`config.mk`:
```
export PLATFORM = sky130hd
export DESIGN_NAME = fft_stream_framer
export DESIGN_NICKNAME = d
export VERILOG_FILES = /design/src/rtl/fft_stream_framer.sv
export SDC_FILE = /design/constraint.sdc
export NUM_CORES = 1
export LEC_CHECK = 0
export CORE_UTILIZATION = 30
export DETAILED_ROUTE_END_ITERATION = 7
export PLACE_DENSITY = 0.59
export SYNTH_ARGS = -nofsm -noshare
export SYNTH_HDL_FRONTEND = slang
export SYNTH_SLANG_ARGS = --single-unit
```
`constraint.sdc`:
```
create_clock -name aclk -period 6.28 [get_ports aclk]
set_clock_uncertainty 0.05 [all_clocks]
set_input_delay 1.256 -clock aclk [delete_from_list [all_inputs] [get_ports aclk]]
set_output_delay 1.256 -clock aclk [all_outputs]
set_load 0.005 [all_outputs]
```
`src/rtl/fft_stream_framer.sv`:
```
// Frames a continuous complex sample stream into FRAME_LEN-sample AXI-Stream frames for fft_core.
// Issues a config beat before streaming and on direction changes; zero-pads an open frame on stop.
module fft_stream_framer #(
    parameter int DATA_W    = 16,
    parameter int FRAME_LEN = 128,
    parameter int CFG_W     = 8,
    parameter int CNT_W     = 16
) (
    input  logic                aclk,
    input  logic                areset,
    input  logic                enable,
    input  logic                fwd_inv,
    input  logic                s_in_tvalid,
    output logic                s_in_tready,
    input  logic [2*DATA_W-1:0] s_in_tdata,
    output logic                m_config_tvalid,
    input  logic                m_config_tready,
    output logic [CFG_W-1:0]    m_config_tdata,
    output logic                m_data_tvalid,
    input  logic                m_data_tready,
    output logic [2*DATA_W-1:0] m_data_tdata,
    output logic                m_data_tlast,
    output logic [CNT_W-1:0]    frame_count,
    output logic                busy
);
    localparam int              SW       = $clog2(FRAME_LEN);
    localparam int              DW       = 2 * DATA_W;
    localparam logic [SW-1:0]   LAST_IDX = SW'(FRAME_LEN - 1);

    typedef enum logic [1:0] {S_IDLE, S_CFG, S_STREAM, S_PAD} state_t;

    state_t           r_state;
    state_t           w_state_nxt;
    logic [SW-1:0]    r_cnt;
    logic             r_fwd_inv_lat;
    logic [CNT_W-1:0] r_frame_cnt;

    // Skid buffer: head entry drives the output port directly, skid entry holds overflow.
    logic [1:0]       r_occ;
    logic [DW-1:0]    r_head_data;
    logic [DW-1:0]    r_skid_data;
    logic             r_head_last;
    logic             r_skid_last;

    logic             w_space;
    logic             w_rd;
    logic             w_wr;
    logic             w_wr_last;
    logic             w_at_start;
    logic             w_latch;
    logic [DW-1:0]    w_wr_data;

    // NOTE: every signal written here gets a default first, so no path can infer a latch.
    always_comb begin
        w_space     = (r_occ != 2'd2) || m_data_tready;
        w_rd        = (r_occ != 2'd0) && m_data_tready;
        w_wr_last   = (r_cnt == LAST_IDX);
        w_at_start  = (r_cnt == '0);
        w_state_nxt = r_state;
        s_in_tready = 1'b0;
        w_wr        = 1'b0;
        w_wr_data   = '0;
        w_latch     = 1'b0;

        case (r_state)
            S_IDLE: begin
                if (enable) begin
                    w_latch     = 1'b1;
                    w_state_nxt = S_CFG;
                end
            end
            S_CFG: begin
                if (m_config_tready) w_state_nxt = S_STREAM;
            end
            S_STREAM: begin
                // A new frame is only opened when neither a stop nor a direction change is pending.
                s_in_tready = w_space && enable && (!w_at_start || (fwd_inv == r_fwd_inv_lat));
                w_wr        = s_in_tready && s_in_tvalid;
                w_wr_data   = s_in_tdata;
                if (w_at_start || (w_wr && w_wr_last)) begin
                    if (!enable) begin
                        w_state_nxt = S_IDLE;
                    end else if (fwd_inv != r_fwd_inv_lat) begin
                        w_latch     = 1'b1;
                        w_state_nxt = S_CFG;
                    end
                end else if (!enable) begin
                    w_state_nxt = S_PAD;
                end
            end
            S_PAD: begin
                w_wr = w_space;
                if (w_wr && w_wr_last) w_state_nxt = S_IDLE;
            end
            default: w_state_nxt = S_IDLE;
        endcase
    end

    // NOTE: sequential state uses non-blocking assignments so all registers update together.
    always_ff @(posedge aclk or posedge areset) begin
        if (areset) begin
            r_state       <= S_IDLE;
            r_cnt         <= '0;
            r_fwd_inv_lat <= 1'b1;
            r_frame_cnt   <= '0;
        end else begin
            r_state <= w_state_nxt;
            if (w_latch) r_fwd_inv_lat <= fwd_inv;
            if (w_wr) r_cnt <= w_wr_last ? '0 : r_cnt + 1'b1;
            if (w_rd && r_head_last) r_frame_cnt <= r_frame_cnt + 1'b1;
        end
    end

    // NOTE: buffer data is reset too, because the output ports it drives must read 0 in reset.
    always_ff @(posedge aclk or posedge areset) begin
        if (areset) begin
            r_occ       <= 2'd0;
            r_head_data <= '0;
            r_head_last <= 1'b0;
            r_skid_data <= '0;
            r_skid_last <= 1'b0;
        end else begin
            r_occ <= r_occ + {1'b0, w_wr} - {1'b0, w_rd};
            if (w_rd) begin
                if (r_occ == 2'd2) begin
                    r_head_data <= r_skid_data;
                    r_head_last <= r_skid_last;
                    if (w_wr) begin
                        r_skid_data <= w_wr_data;
                        r_skid_last <= w_wr_last;
                    end
                end else if (w_wr) begin
                    r_head_data <= w_wr_data;
                    r_head_last <= w_wr_last;
                end
            end else if (w_wr) begin
                if (r_occ == 2'd0) begin
                    r_head_data <= w_wr_data;
                    r_head_last <= w_wr_last;
                end else begin
                    r_skid_data <= w_wr_data;
                    r_skid_last <= w_wr_last;
                end
            end
        end
    end

    assign m_config_tvalid = (r_state == S_CFG);
    assign m_config_tdata  = {{(CFG_W-1){1'b0}}, r_fwd_inv_lat & m_config_tvalid};
    assign m_data_tvalid   = (r_occ != 2'd0);
    assign m_data_tdata    = r_head_data;
    assign m_data_tlast    = r_head_last;
    assign frame_count     = r_frame_cnt;
    assign busy            = (r_state != S_IDLE) || (r_occ != 2'd0);

endmodule

```
==> qor.csv, run 1 <==
metric,value,unit
power.density,452.9,mW/mm²
cts_sinks,94,
cts_resized,0,
grt_pass1_wl,17370,µm
start_kind,input pin,
setup_tns,0,ns
cts_buffer_depth,2,
setup_viol,0,
drtPass1Iterations,4,
clk_latency,0.35,ns
p_leak,2.832,nW
cp.arrival,4.68,ns
crit_slowest_cell,and2_2,
irDropWorstVdd,0.0002148,V
grt_remaining_overflow,0,
synthTopCellsByArea,"dfrtp_1 (50%), mux2_1 (8.0%), mux2i_1 (6.9%), a21oi_1 (6.4%), and2_1 (4.7%)",
areaGrowthSynthToFinish,30.01,%
antenna_found_initial,0,
wl_per_cell,14.92,µm
cp_top_family,simple AND/OR/NAND/NOR gates,
clk_pin_slew,0.06,ns
fin_crit,4.542,ns
avgSynthCellArea,11.20,µm²
clockRootBuffer,clkbuf_16,
cp-end-kind,flip-flop,
whs,0.4270,ns
crit_fanout,34,
cts_made_buffers,9,
postRouteWirelength,10310,µm
synthFlopType,dfrtp_1,
regToRegSetupSlack,2.83,ns
max_freq,0.2202,GHz
hold_viol,0,
ys_seq_area_share,50.77,%
initial_core_util,30.61,%
grt_max_degree,75,
place_congestion,0.7810,
drc_errors,0,
ctsHoldBuffers,0,
synth_edf_count,0,
die_y,126.3,µm
drt_iter0_drc,140,
drive_gt1_share,8.748,%
status,"complete, no violations",
hold_class,reg -> reg,
hpwlAfterDp,6790,µm
fin_crit_sh,72.32,%
rsz0062_at_grt,no,
syn_area,0.004636,mm²
die_w,126.3,µm
critPathBufInv,2,
ys_types,46,
postRouteAntennaNets,0,
syn_inst,414,
synth_seq_cells,94,
nets,543,
relSlewSlack,26.20,%
drv_slew,0,
cp_slowest_stage_delay,0.73,ns
synth_top_cell_area_share,50.20,%
track_usage,13.91,%
cts-htree-levels,3,
cts_tree,yes,
maxCapViolations,0,
final_cells,691,
io_buffers,92,
fp.dieArea,0.01595,mm²
fp-row-count,45,
critPathKind,in -> reg,
first_global_vias,3412,
worstPathCellList,clkdlybuf4s50_1 -> or3b_1 -> nand3_1 -> o41a_1 -> ha_1 -> nor2_4 -> buf_4 -> and2_2 -> a21oi_1,
core_area,0.01515,mm²
worstPathRequired,6.41,ns
n_antenna_cell,0,
dp.cells,675,
worst_slew_pin_slew,1.103,ns
vias,3348,
async_flop_share,100.0,%
ios,100,
vias_per_cell,4.845,
yosysWarnings,0,
postCtsSetupBuffers,0,
yosysTopAreaCell,dfrtp_1,
==> routing by layer <==
layer | wire length, µm | track usage [%] | part of all wire [%] | vias to the layer above
met5 | 0 | 0 | 0 | -
met4 | 107 | 3.969 | 1.0 | 0
met3 | 444 | 4.429 | 4.3 | 10
met2 | 4719 | 21.58 | 46 | 83
met1 | 5038 | 18.58 | 49 | 1654
li1 | - | - | - | 1601
==> cell type report <==
| cell class | instances | area, µm² |
|---|---|---|
| clock buffer | 10 | 239.0 |
| clock inverter | 6 | 83.83 |
| fill | 1462 | 9119 |
| inverter | 10 | 40.04 |
| multi-input combinational | 286 | 2117 |
| sequential | 94 | 2354 |
| tap | 188 | 235.2 |
| timing repair buffer | 97 | 958.4 |
==> cells in the mapped netlist (all sizes together), types with 2 or more instances <==
master,instances
a21o,2
a21oi,69
a31oi,4
and2,35
and3,3
buf,16
clkbuf,14
dfrtp,93
ha,6
inv,10
mux2,35
mux2i,32
nand2,12
nand3,9
nand4,5
nor2,15
nor2b,6
nor3,4
o211ai,2
o21ai,3
o31ai,2
or3,2
xnor2,13
xor2,8
==> cells in the final DEF, fill, tap and decap left out, types with 7 or more instances in the layout <==
| cell | n |
|---|---|
| mux2_1 | 33 |
| inv_1 | 8 |
| xnor2_1 | 13 |
| nand3_1 | 9 |
| conb_1 | 7 |
| and2_1 | 34 |
| clkbuf_16 | 9 |
| mux2i_1 | 32 |
| clkdlybuf4s50_1 | 92 |
| a21oi_1 | 59 |
| nand2_1 | 11 |
| a21oi_2 | 10 |
| dfrtp_1 | 93 |
| xor2_1 | 8 |
| nor2_1 | 13 |
==> sequential cells by signal, indices dropped and copies added, names as in the netlist <==
register,flops
r_state,2
r_skid_data,32
r_fwd_inv_lat,1
r_skid_last,1
r_occ,2
frame_count,16
r_cnt,7
m_data_tlast,1
m_data_tdata,32
==> through the flow <==
step | area (µm²) | power [mW] | worst slack, ns | util (%)
6_report | 6027 | 2.729 | 1.738 | 39.79
5_1_grt | 6027 | 2.929 | 1.523 | 39.79
4_1_cts | 6027 | 2.768 | 1.743 | 39.79
3_5_place_dp | 5704 | 2.164 | 1.368 | 37.66
3_3_place_gp | 5704 | 2.130 | 1.528 | 37.66
2_1_floorplan | 4658 | 1.711 | 2.453 | -
==> path summary, 6_finish.rpt <==
check | depth (start not counted) | startpoint | endpoint
min reg2reg | 1 | frame_count[15] | frame_count[15]
max reg2reg | 8 | r_occ[1] | m_data_tdata[23]
max | 9 | m_data_tready | m_data_tdata[23]
max in group asynchronous | 3 | areset | r_cnt[5]
min | 1 | frame_count[15] | frame_count[15]
min in group asynchronous | 2 | areset | r_skid_data[20]
==> where the power goes <==
| group | internal [mW] | switching [mW] | leakage (nW) | total, mW |
|---|---|---|---|---|
| combinational | 0.575 | 0.541 | 1.46 | 1.12 |
| sequential | 0.842 | 0.179 | 1.21 | 1.02 |
| clock | 0.359 | 0.233 | 0.163 | 0.592 |
| total | 1.78 | 0.954 | 2.83 | 2.73 |
==> cell families after synthesis <==
family / count (synthesis) / synth area share, %
AOI/OAI and AO/OA: 88 / 11.61
xor gates and xnor gates: 21 / 3.968
adders and majority gates: 6 / 1.619
buffers and inverters: 40 / 4.777
DFF: 94 / 50.77
muxes: 67 / 15.41
other: 1 / 0.08089
and+or+nand+nor: 97 / 11.77
Power figures use the tool's default switching activity.
==> run 2: changes to the inputs <==
clock period = 4.4 ns   (was 6.28 ns; I/O delays follow)
==> qor.csv, run 2 (synthesis gave the netlist of run 1 again) <==
metric,value,unit
hp-start,frame_count[15],
irDropWorstVdd,0.0003425,V
postRouteAntennaNets,0,
postRouteWirelength,9908,µm
hold_class,reg -> reg,
r2r_cells,9,
maxCapViolations,0,
core_area,0.01515,mm²
worst_slew_pin_slew,1.009,ns
nFillCells,1459,
max_freq,0.2758,GHz
ios,100,
worstPathCellList,clkdlybuf4s50_1 -> or3b_1 -> nand3_1 -> o41a_1 -> ha_1 -> inv_1 -> o211ai_1 -> o32ai_4 -> buf_12 -> mux2_1,
grt_use_met1,16.94,%
antenna_found_initial,0,
grt_remaining_overflow,0,
hold_viol,0,
n_antenna_cell,0,
use_met2,21.81,%
vias,3287,
initial_core_util,30.61,%
busiest_layer,met2,
power.density,632.2,mW/mm²
cts_sinks,94,
io_buffers,92,
wl_per_cell,14.26,µm
critPathKind,in -> reg,
setup_viol,0,
nets,547,
fin_crit_sh,82.40,%
cts_resized,0,
cp-end-kind,flip-flop,
drive_gt1_share,9.467,%
place_congestion,0.7310,
relSlewSlack,32.50,%
clk_latency,0.35,ns
grt_pass1_wl,16780,µm
drv_slew,0,
final_cell_mix,"dfrtp_1 (93), clkdlybuf4s50_1 (92), a21oi_1 (59)",
final-seq-area,0.002354,mm²
fp-row-count,45,
postCtsSetupBuffers,0,
holdPathStages,1,
worstHoldEndpoint,frame_count[15],
fin_util,39.90,%
cp_slowest_stage_delay,0.61,ns
hpwlAfterDp,6885,µm
worstPathRequired,4.57,ns
p_leak,2.838,nW
clk_pin_slew,0.07,ns
die_w,126.3,µm
areaGrowthSynthToFinish,30.36,%
r2r_end,r_skid_data[27],
fp.dieArea,0.01595,mm²
cts_tree,yes,
clockRootBuffer,clkbuf_16,
regToRegSetupSlack,1.45,ns
crit_slowest_cell,clkdlybuf4s50_1,
layout_commonest_cell,dfrtp_1,
crit_fanout,33,
cts_buffer_depth,2,
rsz0062_at_grt,no,
drt_iter0_drc,136,
die_y,126.3,µm
vias_per_cell,4.729,
drc_errors,0,
cts_made_buffers,9,
start_kind,input pin,
cts-htree-levels,3,
setup_tns,0,ns
status,"complete, no violations",
drtPass1Iterations,4,
grtUsageMet3,4.133,%
r2r_start,r_occ[1],
ctsHoldBuffers,0,
multi_input_area,0.002117,mm²
track_usage,13.36,%
grt_max_degree,43,
fin_crit,3.626,ns
cp.arrival,3.80,ns
first_global_vias,3423,
## run 2: critical path: cells and delay by family
kind | cells | cell delay [ns]
mux | 1 | 0.36
buf+inv | 3 | 0.94
simple gates | 2 | 0.52
fa+ha+maj | 1 | 0.28
compound gates | 3 | 0.78
## run 2: cell type report
| type | count | share of cell area, % |
|---|---|---|
| tap | 188 | 3.892 |
| sequential | 94 | 38.94 |
| multi-input combinational | 286 | 35.03 |
| timing repair buffer | 101 | 16.56 |
| clock inverter | 4 | 0.4969 |
| inverter | 10 | 0.6625 |
| clock buffer | 12 | 4.410 |
## run 2: metal layers
| metal | share of wire [%] | vias to the layer above | routed length (µm) |
|---|---|---|---|
| li1 | - | 1606 | - |
| met1 | 47 | 1591 | 4704 |
| met2 | 46 | 83 | 4569 |
| met3 | 5.2 | 7 | 514 |
| met4 | 1.2 | 0 | 119 |
| met5 | 0 | - | 0 |
## run 2: where the power goes
part	internal (mW)	switching [mW]	total [mW]
sequential	1.20	0.228	1.43
combinational	0.855	0.772	1.63
clock	0.431	0.333	0.764
## run 2: through the flow
| stage | setup slack, ns | hold WS, ns | cell area (µm²) | power (mW) | cells |
|---|---|---|---|---|---|
| 5_1_grt | 0.5983 | 0.4462 | 6043 | 4.118 | 695 |
| 6_report | 0.7742 | 0.4192 | 6043 | 3.821 | 695 |
| 3_5_place_dp | 0.4302 | 0.4147 | 5747 | 3.097 | 679 |
| 4_1_cts | 0.7848 | 0.4278 | 6043 | 3.886 | 695 |
| 2_1_floorplan | 0.9485 | 0.4074 | 4658 | 2.443 | 420 |
| 3_3_place_gp | 0.5434 | 0.4121 | 5747 | 3.053 | 679 |
## run 2: worst max-delay path by stage
stage,from,end,slack [ns],cells after the start
final,m_data_tready,r_skid_data[27],0.77,10
after global routing,m_data_tready,r_skid_data[20],0.60,10
after CTS,m_data_tready,r_skid_data[13],0.78,10
after detailed placement,m_data_tready,r_skid_data[27],0.43,10
after global placement,m_data_tready,r_skid_data[29],0.54,10
after floorplan,m_data_tready,r_skid_data[0],0.95,12
==> edit: new RTL, config.mk and constraints of run 2 <==
Make the reset (`areset`) synchronous in 2 clocked blocks.
--- a/src/rtl/fft_stream_framer.sv
+++ b/src/rtl/fft_stream_framer.sv
@@ -98,5 +98,5 @@
 
     // NOTE: sequential state uses non-blocking assignments so all registers update together.
-    always_ff @(posedge aclk or posedge areset) begin
+    always_ff @(posedge aclk) begin
         if (areset) begin
             r_state       <= S_IDLE;
@@ -113,5 +113,5 @@
 
     // NOTE: buffer data is reset too, because the output ports it drives must read 0 in reset.
-    always_ff @(posedge aclk or posedge areset) begin
+    always_ff @(posedge aclk) begin
         if (areset) begin
             r_occ       <= 2'd0;
Function: differs if areset is asserted again (counterexample within 4 cycles, from zero or initial values and one cycle with areset high); with areset held inactive, the same outputs for 4 cycles.
==> edit against run 2 <==
  * Sequential cell count unchanged
  * Count of clock-buffer cells in the layout fell by 1
  * Core utilization decreased by 0.62 points
  * Routed wire length is 26% higher
  * Setup slack got worse by 0.25 ns
  * Maximum frequency is 6.4% lower
  * Critical path depth down 5
  * Area after synthesis increased by 7.6%
  * Critical path type is now in -> out
  * Register-to-register slack worse by 0.56 ns
  * Design area increased by 4.4%
Power is not compared: it rests on default switching activity, and its combinational part moved more than twofold at a synthesized area within 25%.
==> edit: results (changes against run 2) <==
- HP Class: reg -> reg (unchanged)
- Hold path endpoint: r_skid_data[29]$_SDFFE_PP0P_ (was frame_count[15]$_DFFE_PP0P_)
- List of most frequent post-synthesis cells: 94 x dfxtp_1, 75 x nand3_1, 74 x nand2_1 (was 93 x dfrtp_1, 59 x a21oi_1, 35 x and2_1)
- Vias post-DR: 4302 (was 3287)
- Worst-path clk slew: 0.07 ns (about the same)
- FF-to-FF path depth: 8 (was 9)
- R2r setup slk: 0.89 ns (was 1.45 ns)
- Min-Delay Startpoint: r_skid_data[29]$_SDFFE_PP0P_ (was frame_count[15]$_DFFE_PP0P_)
- Vias in the first global route: 4078 (was 3423)
- Crit path DAT: 2.95 ns (was 3.80 ns)
- Final wirelength: 12530 um (was 9908 um)
- CTS Buf Count: 9 (unchanged)
- Max incr delay on CP: 0.70 ns (was 0.61 ns)
- Port bufs: 92 (unchanged)
- Yosys Warn Count: 0 (unchanged)
- Fillcell total: 1597 (was 1459)
- R2R Path Start: r_cnt[2]$_SDFFE_PP0P_ (was r_occ[1]$_DFF_PP0_)
- Initial antenna violation count: 0 (unchanged)
- Share of cells above drive strength 1: 11.35% (was 9.467%)
- Clk_lat worst skew: 0.35 ns (about the same)
- Synth top area cells: dfxtp_1 38%, nand3_1 7.5%, mux2_2 7.2% (was dfrtp_1 50%, mux2_1 8.0%, mux2i_1 6.9%)
- Largest net degree at the start of global routing: 96 (was 43)
- Initial detailed-routing violation count: 243 (was 136)
- Grt met3 use: 2.809% (was 4.133%)
- Hpwl dp: 8179 um (was 6885 um)
- CTS max path bufs: 2 (unchanged)
- 1st-pass router iterations: 4 (unchanged)
- CP max-delay cell: clkdlybuf4s50_1 (unchanged)
- Hold path depth: 2 (was 1)
- Worst IR Drop VDD: 0.0001697 V
- Status: completed (unchanged)
- Total Routing Usage GR: 15.16% (was 13.36%)
- Slew @ Worst Pin: 1.241 ns (was 1.009 ns)
- CTS resizes: 0 (unchanged)
- Worst setup startpoint: m_data_tready (unchanged)
- Global routing usage on met2: 24.96% (was 21.81%)
- First-pass GRT wire length: 20090 um (was 16780 um)
- GP Congestion: 0.8921 (was 0.7310)
- Reg2reg end: m_data_tdata[3]$_SDFFE_PP0P_ (was r_skid_data[27]$_DFFE_PP0P_)
- Layout Nets: 692 (was 547)
- CP max FO: 9 (was 33)
- GR Util met1: 19.23% (was 16.94%)
- Sequential area share after synthesis: 37.74% (was 50.77%)
- Post-synthesis async set-or-reset flop share: 0% (was 100.0%)
- Yosys cell types: 54 (was 46)
-- edit: worst max-delay path by stage --
stage,slack [ns],cells past startpoint,to
3_5_place_dp,0.16,9,m_data_tdata[3]$_SDFFE_PP0P_
3_3_place_gp,0.24,9,m_data_tdata[13]$_SDFFE_PP0P_
6_report,0.52,5,s_in_tready
4_1_cts,0.52,5,s_in_tready
2_1_floorplan,1.34,11,m_data_tdata[5]$_SDFFE_PP0P_
5_1_grt,0.30,9,m_data_tdata[3]$_SDFFE_PP0P_
-- edit: area by class of cell --
class | instances | area share (%)
multi-input combinational | 430 | 44.38
sequential | 94 | 29.84
timing repair buffer | 98 | 15.27
tap | 216 | 4.285
clock buffer | 11 | 4.007
clock inverter | 5 | 1.389
inverter | 14 | 0.8332
-- edit: kinds of logic after synthesis --
family	share of synthesized area [%]
fa+ha+maj	1.506
xor+xnor	2.284
other cells	0.07521
compound gates	11.02
mux	14.66
flops	37.74
buf+inv	6.725
simple gates	26.00
-- edit: power by group --
group          total (W)  leakage, nW  switching, W  internal [W]
Clock           0.000895        0.164      0.000359      0.000536
Sequential      0.000882        0.758     0.0000225      0.000859
Combinational   0.000267         1.51      0.000152      0.000115
Total            0.00204         2.43      0.000533       0.00151
-- edit: per-stage QoR --
step                      worst slack (ns)  instance area [sq um]  hold WS, ns  instances
after floorplan                      1.344                   5009       0.3883        589
final                               0.5248                   6307       0.4086        868
after global placement              0.2425                   5967       0.3944        852
after CTS                           0.5220                   6307       0.4111        868
after global routing                0.3010                   6307       0.4338        868
after detailed placement            0.1633                   5967       0.4031        852
-- edit: layer usage --
metal | part of all wire [%] | wire [um]
met5 | 0 | 0
met4 | 1.5 | 189
met3 | 3.7 | 468
met2 | 47 | 5945
met1 | 47 | 5922
-- edit: worst reg2reg max path: cells and delay by family, from the launching register on --
| family | cells | cell delay, ns |
|---|---|---|
| compound gates | 1 | 1.00 |
| fa+ha+maj | 1 | 0.18 |
| buf+inv | 1 | 0.09 |
| flops | 1 | 0.39 |
| mux | 1 | 0.44 |
| simple gates | 4 | 1.24 |
